$ cat src/rtl/spi_frame_engine.sv
// spi_frame_engine: bit-level mode-3 SPI master for the ADXL345 path.
// Takes one command word per start/done handshake and runs one framed,
// MSB-first transfer. SPI_CLK is the phase-shifted spi_clk_out, gated
// open only while bits are being shifted. The gate register updates on
// spi_clk rising edges, at a point where spi_clk_out is still high, so
// opening or closing the gate never produces a runt pulse.
module spi_frame_engine #(
   parameter int TX_WIDTH = 16,
   parameter int RX_WIDTH = 8,
   parameter int CS_SETUP = 1,
   parameter int CS_HOLD  = 1,
   parameter int CS_IDLE  = 2
) (
   input  logic                spi_clk,
   input  logic                reset_n,
   input  logic                spi_clk_out,
   input  logic [TX_WIDTH-1:0] data_tx,
   input  logic                start,
   output logic                done,
   output logic [RX_WIDTH-1:0] data_rx,
   output logic                busy,
   output logic                SPI_SDI,
   input  logic                SPI_SDO,
   output logic                SPI_CSN,
   output logic                SPI_CLK
);

   localparam int BIT_W   = (TX_WIDTH > 1) ? $clog2(TX_WIDTH) : 1;
   localparam int MAX_SH  = (CS_SETUP > CS_HOLD) ? CS_SETUP : CS_HOLD;
   localparam int CNT_MAX = (MAX_SH > CS_IDLE) ? MAX_SH : CS_IDLE;
   localparam int CNT_W   = (CNT_MAX > 0) ? $clog2(CNT_MAX + 1) : 1;

   localparam logic [BIT_W-1:0] LAST_BIT  = BIT_W'(TX_WIDTH - 1);
   localparam logic [BIT_W-1:0] BIT_ONE   = BIT_W'(1);
   localparam logic [CNT_W-1:0] CNT_ONE   = CNT_W'(1);
   localparam logic [CNT_W-1:0] CNT_SETUP = CNT_W'(CS_SETUP);
   localparam logic [CNT_W-1:0] CNT_HOLD  = CNT_W'(CS_HOLD);
   localparam logic [CNT_W-1:0] CNT_IDLE  = CNT_W'(CS_IDLE);

   typedef enum logic [2:0] {
      IDLE,
      SETUP,
      SHIFT,
      HOLD,
      DONE,
      GAP
   } state_t;

   state_t              state;
   logic [TX_WIDTH-1:0] tx_shift;
   logic [RX_WIDTH-1:0] rx_shift;
   logic [RX_WIDTH-1:0] rx_next;
   logic [BIT_W-1:0]    bit_cnt;
   logic [CNT_W-1:0]    cnt;
   logic                gate_en;

   // Next content of the receive shifter with the current SDO bit appended
   generate
      if (RX_WIDTH == 1) begin : g_rx_single
         assign rx_next = SPI_SDO;
      end else begin : g_rx_multi
         assign rx_next = {rx_shift[RX_WIDTH-2:0], SPI_SDO};
      end
   endgenerate

   // Serial clock: forced high whenever the gate is closed
   assign SPI_CLK = spi_clk_out | ~gate_en;

   // Frame sequencer: chip select framing, bit shifting and handshake
   always_ff @(posedge spi_clk or negedge reset_n) begin
      if (!reset_n) begin
         state    <= IDLE;
         tx_shift <= '0;
         rx_shift <= '0;
         data_rx  <= '0;
         bit_cnt  <= '0;
         cnt      <= '0;
         gate_en  <= 1'b0;
         SPI_CSN  <= 1'b1;
         SPI_SDI  <= 1'b1;
         done     <= 1'b0;
         busy     <= 1'b0;
      end else begin
         case (state)
            IDLE: begin
               if (start) begin
                  busy    <= 1'b1;
                  SPI_CSN <= 1'b0;
                  if (CS_SETUP == 0) begin
                     SPI_SDI  <= data_tx[TX_WIDTH-1];
                     tx_shift <= data_tx << 1;
                     gate_en  <= 1'b1;
                     bit_cnt  <= '0;
                     state    <= SHIFT;
                  end else begin
                     tx_shift <= data_tx;
                     cnt      <= CNT_SETUP;
                     state    <= SETUP;
                  end
               end
            end
            SETUP: begin
               if (cnt == CNT_ONE) begin
                  SPI_SDI  <= tx_shift[TX_WIDTH-1];
                  tx_shift <= tx_shift << 1;
                  gate_en  <= 1'b1;
                  bit_cnt  <= '0;
                  state    <= SHIFT;
               end else begin
                  cnt <= cnt - CNT_ONE;
               end
            end
            SHIFT: begin
               rx_shift <= rx_next;
               if (bit_cnt == LAST_BIT) begin
                  data_rx <= rx_next;
                  gate_en <= 1'b0;
                  SPI_SDI <= 1'b1;
                  if (CS_HOLD == 0) begin
                     SPI_CSN <= 1'b1;
                     done    <= 1'b1;
                     state   <= DONE;
                  end else begin
                     cnt   <= CNT_HOLD;
                     state <= HOLD;
                  end
               end else begin
                  SPI_SDI  <= tx_shift[TX_WIDTH-1];
                  tx_shift <= tx_shift << 1;
                  bit_cnt  <= bit_cnt + BIT_ONE;
               end
            end
            HOLD: begin
               if (cnt == CNT_ONE) begin
                  SPI_CSN <= 1'b1;
                  done    <= 1'b1;
                  state   <= DONE;
               end else begin
                  cnt <= cnt - CNT_ONE;
               end
            end
            DONE: begin
               if (!start) begin
                  done <= 1'b0;
                  if (CS_IDLE == 0) begin
                     busy  <= 1'b0;
                     state <= IDLE;
                  end else begin
                     cnt   <= CNT_IDLE;
                     state <= GAP;
                  end
               end
            end
            GAP: begin
               if (cnt == CNT_ONE) begin
                  busy  <= 1'b0;
                  state <= IDLE;
               end else begin
                  cnt <= cnt - CNT_ONE;
               end
            end
            default: begin
               state <= IDLE;
            end
         endcase
      end
   end

endmodule

$ cat config.mk
export PLATFORM = sky130hd
export DESIGN_NAME = spi_frame_engine
export DESIGN_NICKNAME = d
export VERILOG_FILES = /design/src/rtl/spi_frame_engine.sv
export SDC_FILE = /design/constraint.sdc
export NUM_CORES = 1
export LEC_CHECK = 0
export ABC_AREA = 0
export BUFFER_PORTS_ARGS = -buffer_cell sky130_fd_sc_hd__buf_2
export CAP_MARGIN = 20
export CORE_AREA = 2 2 81 83
export DETAILED_ROUTE_END_ITERATION = 8
export DIE_AREA = 0 0 83 85
export HOLD_SLACK_MARGIN = 0.12
export PLACE_DENSITY = 0.65
export SYNTH_ARGS = -nofsm -noshare
export SYNTH_HDL_FRONTEND = slang
export SYNTH_SLANG_ARGS = --single-unit
$ cat constraint.sdc
create_clock -name spi_clk -period 1.85 [get_ports spi_clk]
set_input_delay 0 -clock spi_clk [delete_from_list [all_inputs] [get_ports spi_clk]]
set_output_delay 0 -clock spi_clk [all_outputs]
set_load 0.03 [all_outputs]
### Yosys cells after proc, flatten, opt, wreduce, memory -nomap -nowiden

Cells that the tools add are included.

| word-level totals | value |
|---|---|
| bits in registers | 45 |
| logic and storage cells | 80 |

| cells by class | value |
|---|---|
| bitwise gates (word level) | 2 |
| equality and inequality tests | 15 |
| reductions and logical operators | 18 |
| mux-type cells | 32 |
| add/subtract/negate cells | 2 |

Operator list:

| operator | count |
|---|---|
| $mux 16 | 3 |
| $pmux 16 s3 | 1 |
| $mux 3 | 6 |
| $pmux 3 s6 | 1 |
| $ne 2x2->1 const B | 8 |
| $reduce_and 3->1 | 5 |
| $pmux 1 s2 | 5 |
| $mux 1 | 8 |
| $mux 2 | 4 |
| $mux 4 | 2 |
| $pmux 2 s4 | 1 |
| $pmux 4 s2 | 1 |
| $reduce_bool 2->1 | 4 |
| $eq 3x2->1 const B | 2 |
| $eq 3x3->1 const B | 2 |
| $reduce_and 6->1 | 1 |
| $reduce_and 5->1 | 1 |
| $add 4x1->4 const B | 1 |
| $eq 4x4->1 const B | 1 |
| $reduce_and 2->1 | 2 |
| $reduce_and 4->1 | 1 |
| $reduce_bool 4->1 | 1 |
| $eq 3x1->1 const B | 1 |
| $logic_not 3->1 | 1 |
| 6 further kinds | 6 |

### Logic depth before layout (Yosys ltp)

Gate-level depths: netlist of run 1.

| logic depth | value |
|---|---|
| depth in word-level cells | 4 |
| gate-level depth with buffers | 7 |
| gate-level depth less buffers | 6 |

### Least setup slack after synthesis of run 1

No wires, ideal clock.

| path | value |
|---|---|
| path type | register to register |
| start | register cnt[1] |
| end | register tx_shift[10] |
| cell stages (with the launch flop) | 8 |
| buffers on the path | 1 |
| setup time | 125 ps |
| setup slack | 35 ps |
| clock period less this slack | 1815 ps |
| arrival time | 1691 ps |
| data required time | 1725 ps |
| cell sequence | dfrtp_1 inv_1 ha_1 nand3b_1 o21a_1 nor3_4 buf_6 mux2_2 |

| between the ends | value |
|---|---|
| longest elaborated chain between the ends | 3 |

RTL lines:

| item | RTL line | RTL |
|---|---|---|
| start, declared | 54 | `logic [CNT_W-1:0] cnt;` |
| start signal, assigned | 110 | `cnt <= cnt - CNT_ONE;` |
| start signal, assigned | 139 | `cnt <= cnt - CNT_ONE;` |
| start signal, assigned | 159 | `cnt <= cnt - CNT_ONE;` |
| $eq 2x1->1 | 103 | `if (cnt == CNT_ONE) begin` |
| $ne 2x2->1 (no source line) | n/a |  |
| $reduce_and 4->1 (no source line) | n/a |  |
| end signal, assigned | 96 | `tx_shift <= data_tx;` |
| end signal, assigned | 105 | `tx_shift <= tx_shift << 1;` |
| end signal, assigned | 129 | `tx_shift <= tx_shift << 1;` |
| end, declared | 50 | `logic [TX_WIDTH-1:0] tx_shift;` |

Every way passes these cells.
A chain may end at the register's enable or synchronous reset.

### Final worst setup path of run 1

| path | value |
|---|---|
| start | register state[1] |
| end | register tx_shift[11] |

| between the ends | value |
|---|---|
| longest elaborated chain between the ends | 3 |
| elaborated cells between the ends (all ways) | 9 |

RTL lines:

| item | RTL line | RTL |
|---|---|---|
| start, declared | 49 | `state_t state;` |
| start signal, assigned | 72 | `state <= IDLE;` |
| start signal, assigned | 94 | `state <= SHIFT;` |
| start signal, assigned | 98 | `state <= SETUP;` |
| $eq 3x2->1 (tied with other cells) | 84 | `case (state)` |
| $ne 2x2->1 (no source line) or $reduce_bool 3->1 (tied branches) | n/a |  |
| $reduce_and 4->1 (no source line) | n/a |  |
| end signal, assigned | 91 | `tx_shift <= data_tx << 1;` |
| end signal, assigned | 96 |  |
| end signal, assigned | 105 |  |

Parallel ways exist; a longest one is shown, timed or not.

==> results.md, run 1 <==
* Combinational Power Share at 0.501
* Sw frac at 0.339
* First-pass GRT wire length at roughly 7300 microns
* Remaining DRCs at 0
* Netlist Area Pre-Place at about 2100 sq um
* Nets at 275
* GRT overflow at 0
* Root Driver: clkbuf_8
* Cts bufs inserted at 5
* Post-route cell area at 2820 sq um
* Crit start category: register
* CP Cell Sequence: buf_4 > nand3b_1 > o21a_1 > nor3_4 > buf_12 > mux2_2
* Die area at just over 7000 sq um
* CTS max path bufs at 2
* Fin. max-slew vios at 0
* Final setup TNS at 0 ns
* Fin Clk Skew at roughly 0.011 ns
* Fin cells at between 300 and 400
* Io pins at 34
* Req. time, crit path at about 2.0 ns
* Status: completed
* Max VDD drop at around 730 uV
* # diodes at 0
* Leakage at ~0.0013 uW
* H-tree levels at 2
* Die Y-Extent at 85 microns
* Hold Vio Cnt, Final at 0
* CTS tree: yes
* Switching power at ~1600 uW
* Clock transition at path regs at roughly 0.090 ns
* Post-route ant nets at 0
* Routed vias/inst at ~4.8
* Critical path class: reg2reg
* Power per cell area at roughly 1700 nW/um^2
* CORE AREA at 6200 sq um
* Critical path endpoint category: register
* Slew margin rel. at 0.620
* Slowest CP cell: dfrtp_1
* RSZ-0062 raised after global routing: no
* Worst hold-check path type: in2async
* Detail Placement HPWL at about 2700 microns
* Routed length per instance at approximately 12 microns
* Power share of the clock group at 0.157
* Vias in the first global route at 1659
* # rows at 29
* Worst-Margin Slew at 0.570 ns
* Post-Synth Simple-Gate Area at 0.139
* XOR/XNOR Fraction of Synth Area at 0
* Pin count of the biggest net entering global routing at 46
* Main combinational cell family by area after synthesis: multiplexers
* P&R area growth vs syn at 32.4%
* Mux cell area share after synthesis at 0.201
* CP Buf/Inv Count at 2
* Final wirelength at just over 4000 microns
* Synth Area in Adders at 0.0118
* Slowest Stage Delay on Critical Path at 0.40 ns
* Commonest non-fill, non-tap cells in the layout: dfrtp_1, mux2_2, buf_2
* Complex-gate fraction of the synthesized area at 0.0853
* Commonest non-fill, non-tap cell in the layout: dfrtp_1
* Die width at ~83 microns
* Worst Path Arrival at around 1.9 ns
* Avg Cell Area, Syn at 11.7 sq um
* Pint at roughly 3100 uW
* Seq/Total Area, Yosys at 0.531
* Clk_lat worst skew at around 0.3 ns
* Max FO, Critical Path at 16
* Share of layout cells above drive strength 1 at 0.411
* TritonCTS Sinks at 45
* Initial Utilization at 0.343
* Max-cap viol count at 0
* DP Cell Count at around 300
* RePlAce Congestion at 0.749
* Yosys warns at 0
* Post-Synthesis Cells at between 150 and 200
* GRT Overall Usage at 0.127
* Syn Nets at between 200 and 250
* Setup bufs post-CTS at 0
* Port buffer count at 33
* Post-synthesis register bit count at 45
* Sequential cell fraction of total power at 0.342
* Number of setup violations in the final report at 0
* Tot Pwr at approximately 4800 uW
* Pre-antenna DRT Iters at 4
* Final period util at 0.937
* DP Area at between 2000 and 3000 sq um
* Delay-heaviest family, CP: flip-flops
* Max Fclk at around 0.58 GHz
* Synth cell types at 36
* DR vias at roughly 1600
* 1st-iter DRT viols at just under 60
* Initial antenna violation count at 0
* Tmin final at 1.73 ns
## sequential cells by signal, summed over array words and instances (netlist names)
name and count:
tx_shift 16, data_rx 8, rx_shift 7, bit_cnt 4, state 3, cnt 2
SPI_CSN 1, SPI_SDI 1, busy 1, done 1, gate_en 1
## synth_stat cells, drive strengths merged
cell,instances,area share
a221oi,1,0.0041
nand4,2,0.0059
a21oi,10,0.025
o21a,1,0.0035
nand2,28,0.049
inv,5,0.0088
a221o,1,0.0047
o22ai,1,0.0029
a41o,1,0.0047
ha,2,0.012
nor2b,2,0.0059
nand3b,1,0.0035
a22o,1,0.0041
nor3,6,0.019
a31oi,3,0.0088
o31ai,1,0.0035
dfstp,2,0.025
a41oi,1,0.0041
a2111oi,1,0.0041
o211a,1,0.0047
dfrtp,43,0.51
nand2b,3,0.0088
nor4,1,0.010
buf,5,0.018
clkbuf,3,0.0053
and2,1,0.0029
a211oi,1,0.0035
nand3,3,0.0071
o21ai,3,0.0071
mux2,38,0.20
nor2,8,0.014
nor3b,2,0.012
## power groups by stage
stage,sequential (uW),combinational [uW],clock [uW]
after floorplan,1670,1650,0
after global placement,1630,2310,0
after detailed placement,1650,2360,0
after CTS,1630,2400,778
after global routing,1680,2600,830
final,1630,2380,746
## kinds of logic (layout without fill, tap and decap cells)
family / Yosys count / in the layout
multiplexers: 38 / 38
AO/OA/AOI/OAI: 27 / 27
AND/OR/NAND/NOR: 57 / 57
buffers and inverters: 13 / 84
flip-flops: 45 / 45
adder cells (fa/ha/maj): 2 / 2
## worst reg2reg max path, cell delays in order, from the launching register on
cell and delay, ns:
dfrtp_1 0.40, buf_4 0.19, nand3b_1 0.18, o21a_1 0.15, nor3_4 0.16, buf_12 0.18
mux2_2 0.35
## area by class of cell
class                   instances  area (sq um)
multi-input cells             124           937
clock buffers                   6          72.6
well taps                      77          96.3
clock inverters                 2          38.8
inverters                       5          18.8
flip-flops and latches         45          1130
fillers                       583          3390
repair buffers                 71           523
## per-stage QoR
stage | utilization | hold WS, ns | setup slack, ns
after detailed placement | 0.404 | 0.127 | 0.104
after CTS | 0.453 | 0.324 | 0.0918
after global routing | 0.454 | 0.366 | 0.0367
after global placement | 0.404 | 0.127 | 0.130
final | 0.454 | 0.309 | 0.117
after floorplan | - | -0.296 | 0.0347
## metal layers
| metal | up-vias | part of all wire | GRT usage | routed length, microns |
|---|---|---|---|---|
| met5 | - | 0 | 0 | 0 |
| met4 | 0 | 0.011 | 0.0537 | 46 |
| met3 | 4 | 0.038 | 0.0302 | 156 |
| met2 | 26 | 0.49 | 0.217 | 2000 |
| met1 | 769 | 0.46 | 0.155 | 1910 |
| li1 | 784 | - | - | - |
## final timing paths
kind	to	startpoint	cells after the start	slack, ns
min	state[1]	reset_n	3	0.31
max	tx_shift[11]	state[1]	6	0.12
max in group asynchronous	tx_shift[15]	reset_n	3	1.16
max reg2reg	tx_shift[11]	state[1]	6	0.12
min reg2reg	data_rx[2]	data_rx[2]	2	0.48
min in group spi_clk	SPI_CLK	spi_clk_out	3	0.33
## what timing repair did
action / CTS / global route
gates resized for setup: 0 / 2
hold endpoints to repair: 63 / 0
endpoints found under the setup margin: 0 / 2
hold buffers: 19 / 0
No activity file was read; power rests on OpenSTA's default activity.
==> run 2, diff against run 1 <==
--- a/config.mk
+++ b/config.mk
@@ -8,11 +8,14 @@
 export ABC_AREA = 0
 export BUFFER_PORTS_ARGS = -buffer_cell sky130_fd_sc_hd__buf_2
 export CAP_MARGIN = 20
+export CELL_PAD_IN_SITES_DETAIL_PLACEMENT = 0
+export CELL_PAD_IN_SITES_GLOBAL_PLACEMENT = 1
 export CORE_AREA = 2 2 81 83
 export DETAILED_ROUTE_END_ITERATION = 8
 export DIE_AREA = 0 0 83 85
+export GPL_TIMING_DRIVEN = 0
 export HOLD_SLACK_MARGIN = 0.12
-export PLACE_DENSITY = 0.65
+export PLACE_DENSITY = 0.76
 export SYNTH_ARGS = -nofsm -noshare
 export SYNTH_HDL_FRONTEND = slang
 export SYNTH_SLANG_ARGS = --single-unit
==> run 2 against run 1 <==
  * Critical endpoint is now cnt[1]
  * Combinational power shrank 2%
  * Non-clock buffer count decreased by 4
  * Global-route usage about the same
  * Clock-buffer cell count decreased by 1
  * Flip-flop and latch count is the same
==> results.md, run 2 (same netlist as run 1, synthesis figures left out) <==
* Share of layout cells above drive strength 1 at 0.419 (+0.00829)
* Hold depth at 3
* R2R Path End: cnt[1]
* Fin Clk Skew at 0.00890 ns (-0.00255 ns)
* Critical path class: reg2reg
* Switching power at 1690 uW (+4.5%)
* Routed length per instance at 13.3 microns (+6.9%)
* TritonCTS Sinks at 45 (unchanged)
* Max reg flops at 16 (unchanged)
* P&R area growth vs syn at 31.6%
* # rows at 29 (unchanged)
* First-pass GRT wire length at 7360 microns (+0.38%)
* Commonest non-fill, non-tap cell in the layout: dfrtp_1
* Hold Path Sink: SPI_CLK
* Hold Vio Cnt, Final at 0 (unchanged)
* # diodes at 0 (unchanged)
* 1st-iter DRT viols at 77 (+33%)
* Max FO, Critical Path at 10 (-6)
* Combinational Power Share at 0.508 (+0.007)
* Worst r2r path cells at 4 (-2)
* Post-route cell area at 2800 sq um (-0.53%)
* Tmin final at 1.77 ns (+0.0326 ns)
* Nets at 271 (-1.5%)
* Cts bufs inserted at 5 (unchanged)
* Worst R2R Setup Slack at 0.08 ns (-0.03 ns)
* Number of setup violations in the final report at 0 (unchanged)
* Pin count of the biggest net entering global routing at 46 (unchanged)
* Hold WS at 0.335 ns (+0.0255 ns)
* Initial Utilization at 0.343 (unchanged)
* DP Area at 2390 sq um (-4.7%)
* Clk_lat worst skew at 0.30 ns (about the same)
* Finished Core Util at 0.451 (-0.00242)
* Sw frac at 0.365 (+0.0262)
* Remaining DRCs at 0 (unchanged)
* Sequential cell fraction of total power at 0.361 (+0.019)
* R2r startpoint: state[1]
* Slew margin rel. at 0.667 (+0.0476)
* Die Y-Extent at 85 microns (unchanged)
* Port buffer count at 33 (unchanged)
* GRT Overall Usage at 0.127 (about the same)
* Die area at 7060 sq um (unchanged)
* Io pins at 34 (unchanged)
* CORE AREA at 6200 sq um (unchanged)
* Req. time, crit path at 2.03 ns (about the same)
* Leakage at 0.00124 uW (-3.8%)
* Power share of the clock group at 0.131 (-0.026)
* Detail Placement HPWL at 2670 microns (-2.8%)
* DP Cell Count at 292 (-3.6%)
* Max VDD drop at 635 uV (-13%)
* Critical path endpoint category: register
* Max-cap viol count at 0 (unchanged)
* Final setup TNS at 0 ns (unchanged)
* DR vias at 1583 (unchanged)
* Largest regs: tx_shift (16), data_rx (8), rx_shift (7)
* Die width at 83 microns (unchanged)
* Status: completed
* Worst hold-check path type: in2out
* Max Fclk at 0.566 GHz (-1.8%)
* Pre-antenna DRT Iters at 4 (unchanged)
* Most flop-heavy register: tx_shift
* Clock transition at path regs at 0.08 ns (about the same)
* Final period util at 0.954 (+0.0176)
* Worst Path Arrival at 1.95 ns (+0.04 ns)
* GRT overflow at 0 (unchanged)
* RSZ-0062 raised after global routing: no
* Post-route ant nets at 0 (unchanged)
* RePlAce Congestion at 0.786 (+4.8%)
* Fin. max-slew vios at 0 (unchanged)
* Min-delay src: spi_clk_out
* Root Driver: clkbuf_8
* Commonest non-fill, non-tap cells in the layout: dfrtp_1, mux2_2, buf_2
* Vias in the first global route at 1590 (-4.2%)
* Worst-Margin Slew at 0.496 ns (-0.0744 ns)
* Crit start category: register
* Final wirelength at 4340 microns (+5.3%)
* Fin cells at 325 (-1.5%)
* Routed vias/inst at 4.87 (+1.5%)
* Pint at 2930 uW (-6.9%)
* Initial antenna violation count at 0 (unchanged)
* Power per cell area at 1650 nW/um^2 (-2.5%)
* CTS tree: yes
* CTS max path bufs at 2 (unchanged)
* H-tree levels at 2 (unchanged)
## run 2: cell count changes in the layout (fill, tap and decap cells not counted), sizes merged
cell,delta
bufinv,-1
clkbuf,+2
buf,-8
dlygate4sd3,+1
inv,-1
clkinv,+1
clkinvlp,+1
## run 2: worst max path at each step
stage	start	endpoint	slack, ns	cells past startpoint
2_1_floorplan	cnt[1]	tx_shift[10]	0.03	7
3_3_place_gp	cnt[1]	tx_shift[5]	-0.27	7
3_5_place_dp	cnt[1]	tx_shift[5]	-0.28	7
4_1_cts	bit_cnt[0]	cnt[1]	0.02	5
5_1_grt	cnt[1]	tx_shift[8]	0.0004	7
6_report	state[1]	cnt[1]	0.08	4
## run 2: worst max-delay path, cell delays in order, from the launching register on
cell	delay [ns]
dfrtp_1	0.45
clkbuf_1	0.27
a211oi_1	0.53
nor3_1	0.12
a221o_1	0.28
## run 2: repair_timing
| action | CTS | global route |
|---|---|---|
| setup buffers | 3 | 1 |
| hold buffers | 19 | 1 |
| cloned | 0 | 1 |
| pin swaps | 2 | 2 |
| endpoints found under the setup margin | 21 | 31 |
| hold endpoints to repair | 63 | 6 |
| resized for setup | 6 | 12 |
## run 2: power by group through the flow
stage | sequential, uW | clock [uW] | combinational (uW)
finish | 1670 | 605 | 2340
global route | 1720 | 659 | 2550
CTS | 1650 | 627 | 2250
detailed placement | 1660 | 0 | 2090
global placement | 1650 | 0 | 2040
floorplan | 1670 | 0 | 1650
## run 2: layer usage
| metal | wire, microns | global-route usage | vias up |
|---|---|---|---|
| met5 | 0 | 0 | - |
| met4 | 82 | 0.0537 | 0 |
| met3 | 177 | 0.0321 | 7 |
| met2 | 2020 | 0.212 | 26 |
| met1 | 2060 | 0.158 | 765 |
| li1 | - | - | 785 |
## run 2: stage by stage
stage | worst slack (ns) | total power, uW
2_1_floorplan | 0.0347 | 3320
3_3_place_gp | -0.270 | 3690
3_5_place_dp | -0.278 | 3750
4_1_cts | 0.0198 | 4530
5_1_grt | 0.000358 | 4930
6_report | 0.0844 | 4610
## run 2: cell type report
cell class / count / area [sq um]
Buffer: 8 / 52.6
Clock buffer: 5 / 68.8
Clock inverter: 2 / 16.3
Fill cell: 587 / 3400
Inverter: 5 / 18.8
Multi-Input combinational cell: 124 / 991
Sequential cell: 45 / 1130
Tap cell: 77 / 96.3
Timing Repair Buffer: 59 / 427
